--- config.mk ---
export PLATFORM = sky130hd
export DESIGN_NAME = bitmask_index_serializer
export DESIGN_NICKNAME = d
export VERILOG_FILES = /design/src/rtl/bitmask_index_serializer.sv
export SDC_FILE = /design/constraint.sdc
export NUM_CORES = 1
export LEC_CHECK = 0
export CORE_UTILIZATION = 49
export CTS_CLUSTER_DIAMETER = 150
export CTS_CLUSTER_SIZE = 25
export DETAILED_ROUTE_END_ITERATION = 7
export GPL_ROUTABILITY_DRIVEN = 0
export GPL_TIMING_DRIVEN = 0
export PLACE_DENSITY = 0.78
export SLEW_MARGIN = 20
export SYNTH_ARGS = -nofsm -noshare
export SYNTH_HDL_FRONTEND = slang
export SYNTH_SLANG_ARGS = --single-unit
--- constraint.sdc ---
create_clock -name clk -period 3 [get_ports clk]
set_clock_uncertainty 0.05 [all_clocks]
set_input_delay 0.3 -clock clk [delete_from_list [all_inputs] [get_ports clk]]
set_output_delay 0.3 -clock clk [all_outputs]
set_load 0.02 [all_outputs]
--- src/rtl/bitmask_index_serializer.sv ---
// bitmask_index_serializer: accepts a WIDTH-bit multi-hot vector and emits the
// index of every set bit, one per beat, with a last flag and the popcount.
// Optional macro BITSER_MSB_FIRST_EN: scan highest set bit first instead of
// lowest set bit first. Ports and timing are identical in both builds.
module bitmask_index_serializer #(
  parameter  int WIDTH = 8,
  localparam int IDXW  = $clog2(WIDTH)
) (
  input  logic             clk,
  input  logic             rst_n,
  input  logic             in_valid,
  output logic             in_ready,
  input  logic [WIDTH-1:0] in_data,
  output logic             out_valid,
  input  logic             out_ready,
  output logic [IDXW-1:0]  out_idx,
  output logic             out_last,
  output logic [IDXW:0]    out_count,
  output logic             zero_err
);

  typedef enum logic {IDLE, SCAN} state_t;

  state_t           state_q, state_d;
  logic [WIDTH-1:0] pending_q, pending_d;
  logic [IDXW:0]    count_q, count_d;
  logic             zero_err_q, zero_err_d;

  logic             accept;
  logic             beat;
  logic [IDXW:0]    in_popcount;

  // State register; reset discards any pending vector immediately.
  always_ff @(posedge clk or negedge rst_n) begin
    if (!rst_n) begin
      state_q    <= IDLE;
      pending_q  <= '0;
      count_q    <= '0;
      zero_err_q <= 1'b0;
    end else begin
      state_q    <= state_d;
      pending_q  <= pending_d;
      count_q    <= count_d;
      zero_err_q <= zero_err_d;
    end
  end

  // Population count of the incoming vector, captured on accept.
  always_comb begin
    in_popcount = '0;
    for (int i = 0; i < WIDTH; i++) begin
      in_popcount = in_popcount + (IDXW+1)'(in_data[i]);
    end
  end

  // Next-state: retire the emitted bit on a beat, then let an accept override.
  always_comb begin
    accept     = in_valid & in_ready;
    beat       = out_valid & out_ready;
    state_d    = state_q;
    pending_d  = pending_q;
    count_d    = count_q;
    zero_err_d = 1'b0;
    if (beat) begin
      pending_d[out_idx] = 1'b0;
      if (out_last) begin
        state_d = IDLE;
        count_d = '0;
      end
    end
    if (accept) begin
      if (in_data != '0) begin
        state_d   = SCAN;
        pending_d = in_data;
        count_d   = in_popcount;
      end else begin
        state_d    = IDLE;
        pending_d  = '0;
        count_d    = '0;
        zero_err_d = 1'b1;
      end
    end
  end

  // Outputs: index picked straight from the pending mask; in_ready reopens on the final beat.
  always_comb begin
    out_idx = '0;
`ifdef BITSER_MSB_FIRST_EN
    for (int i = 0; i < WIDTH; i++) begin
      if (pending_q[i]) out_idx = IDXW'(i);
    end
`else
    for (int i = WIDTH - 1; i >= 0; i--) begin
      if (pending_q[i]) out_idx = IDXW'(i);
    end
`endif
    out_last  = (pending_q != '0) && ((pending_q & (pending_q - WIDTH'(1))) == '0);
    out_valid = (state_q == SCAN);
    out_count = count_q;
    zero_err  = zero_err_q;
    in_ready  = (state_q == IDLE) | (out_valid & out_ready & out_last);
  end

endmodule

==> flow_metrics.py <==
metrics = {
    "status": {
        "outcome": "finished clean",
    },
    "worst_hold_path": {
        "hp-class": "in -> async",
    },
    "placement": {
        "post-dp-hpwl_um": 1660,
        "dpl-instance-area_um2": 1270,
        "post-place-ws_ns": -0.534,
        "dp_cells": 151,
        "portBuffers": 22,
    },
    "clock_tree": {
        "cts_tree": "built",
        "htree_num_levels": 1,
        "clockBufferDepth": 2,
        "cts.sinks": 14,
        "clkTransAtPathRegs_ns": 0.09,
        "cts-buffers-inserted": 3,
        "cts_root_buffer": "clkbuf_4",
        "clock_latency_ns": 0.28,
    },
    "routing": {
        "drc": 0,
        "drt_wl_total_um": 2140,
        "final_antenna_net_count": 0,
        "firstDrtPassIters": 4,
        "drt_iter0_drc": 10,
        "wl_per_cell_um": 13.6,
        "via_per_inst": 5.43,
        "vias": 852,
    },
    "setup_path": {
        "rr_worst_depth": 6,
        "cp_slowest_cell": "fa_1",
        "cp.depth": 11,
        "cpPeakStageDelay_ns": 0.51,
        "path_cells": "dlygate4sd2_1 > fa_1 > inv_1 > fa_1 > fa_1 > inv_1 > ha_2 > inv_1 > fa_2 > nor2_1 > a22o_1",
        "path_buf_inv": 4,
        "path_delay_family": "adder cells",
        "startpoint_type": "primary input",
        "crit_path_end_kind": "register",
        "crit_path_max_fanout": 3,
        "critPathArrivalTime_ns": 3.07,
        "worst_ep_required_time_ns": 3.13,
        "reg2reg_slack_ns": 0.47,
        "path_class": "in -> reg",
    },
    "timing": {
        "period_minus_slack_ns": 2.95,
        "setup_violations": 0,
        "finalHoldViolCount": 0,
        "relSlewSlack": 0.417,
        "setup_slack_ns": 0.0532,
        "min_period_over_period": 0.982,
        "rsz0062_at_grt": "false",
        "max_freq_mhz": 339,
        "max_slew.worst_pin.slew_ns": 0.853,
        "final-max-slew-violation-count": 0,
    },
    "synth": {
        "yosys_warnings": 0,
        "synth_compound_area_frac": 0.256,
        "syn_inst": 102,
        "yosys.area_share.simple": 0.0920,
        "synth_edf_count": 0,
        "ys_ff_latch": 14,
        "synth_top_family_by_area": "compound AO/OA/AOI/OAI gates",
        "async_flop_share": 1.00,
        "synth_xor_area_frac": 0.0172,
        "ys.flop_type": "dfrtp_1",
        "syn-cell-area_um2": 1020,
        "ys_seq_area_frac": 0.344,
        "synthAdderAreaFrac": 0.137,
        "synth.net_count": 122,
        "synth.area.mux_share": 0.0785,
        "ys_types": 38,
        "avgSynthCellArea_um2": 10.0,
    },
    "pwr": {
        "power_density_nw_per_um2": 1090,
        "ir_drop_v": 0.000694,
        "switching_share": 0.434,
        "seqPwrFrac": 0.243,
        "pwr-share-clk": 0.095,
        "p_int_w": 0.000819,
        "leakagePower_nw": 0.621,
        "p_total_w": 0.00145,
        "p_comb_frac": 0.662,
        "p_switching_w": 0.000628,
    },
    "die": {
        "fp.coreArea_um2": 1960,
        "die_height_um": 47.6,
        "fp.dieArea_um2": 2270,
        "start_util": 0.520,
        "die_w_um": 47.6,
        "core.rowCount": 16,
        "io_pins": 23,
    },
    "finish": {
        "final_cell_mix": "clkdlybuf4s50_1, inv_1, dfrtp_1",
        "antenna_cells": 0,
        "fin_area_um2": 1330,
        "finalNetCount": 151,
        "fin_util": 0.677,
        "drive_above_1_share": 0.162,
        "areaGrowthSynthToFinish_pct": 30.3,
        "fillCellCount": 174,
        "layout_commonest_cell": "clkdlybuf4s50_1",
        "instances_no_fill": 157,
    },
    "grt": {
        "grt.overflow.total": 0,
        "antenna_found_initial": 0,
        "grt_max_degree": 15,
        "grt_pass1_wl_um": 3340,
        "grt_pass1_vias": 769,
        "grt_use_total": 0.218,
    },
    "job": {
        "drv_cap": 0,
    },
}
## synthesized netlist by cell type, drive strengths merged, types with 2 or more instances
| master | n | area share |
|---|---|---|
| a32o | 3 | 0.029 |
| xnor2 | 2 | 0.017 |
| nor2 | 7 | 0.026 |
| ha | 4 | 0.049 |
| o21ai | 5 | 0.025 |
| inv | 16 | 0.059 |
| fa | 4 | 0.079 |
| a31oi | 3 | 0.033 |
| nand2 | 5 | 0.018 |
| dfrtp | 14 | 0.34 |
| a21oi | 6 | 0.029 |
| mux2 | 2 | 0.029 |
| nor3 | 2 | 0.0098 |
| mux2i | 5 | 0.049 |
| buf | 2 | 0.012 |
| a22o | 2 | 0.017 |
## power by group through the flow
stage                     Sequential [W]  Clock, W  Combinational [W]
final                           0.000352  0.000137           0.000957
after global routing            0.000365  0.000160            0.00103
after CTS                       0.000337  0.000146           0.000938
after detailed placement        0.000339         0           0.000955
after global placement          0.000334         0           0.000936
after floorplan                 0.000362         0           0.000619
## what timing repair did
item | in CTS | in global routing
setup buffers | 0 | 3
pin swaps | 1 | 1
cloned | 0 | 0
endpoints found under the setup margin | 4 | 3
gates resized for setup | 12 | 2
hold buffers | 0 | 0
hold endpoints to repair | 0 | 0
## final cells by class
cell class                 instances  area, µm²  share of cell area
clock buffer                       4       36.3              0.0273
sequential                        14        352               0.265
buffer                             2       12.5             0.00942
inverter                          16       60.1              0.0452
timing repair buffer              25        236               0.178
tap                               27       33.8              0.0254
multi-input combinational         69        598               0.450
## state kept, by name, indices dropped and copies added (netlist names)
register   count
zero_err       1
out_count      4
pending_q      8
out_valid      1
## final timing paths
kind | end | start
min reg2reg | out_count[3] | out_count[3]
max | out_count[1] | in_data[1]
max reg2reg | pending_q[2] | pending_q[1]
max in group asynchronous | pending_q[1] | rst_n
min in group clk | pending_q[1] | in_data[1]
min | pending_q[6] | rst_n
## cell families after synthesis
kind of cell,after synthesis
buffers and inverters,19
multiplexers,7
adder cells (fa/ha/maj),9
AO/OA/AOI/OAI,31
flip-flops,14
AND/OR/NAND/NOR,20
XOR/XNOR,2
## metal layers
metal  vias to the layer above  global-route usage  share of wire
li1                        421                   -              -
met1                       414               0.263           0.41
met2                        15               0.395           0.55
met3                         2              0.0528          0.035
met4                         0              0.0500         0.0070
met5                         -                   0              0
## stage by stage
step	hold WS, ns	TNS, ns
final	0.356	0
after global routing	0.375	0
after CTS	0.360	0
after detailed placement	0.432	-1.23
after global placement	0.433	-1.15
after floorplan	-0.0456	0
Note: power is estimated with default switching activity, not from simulation.
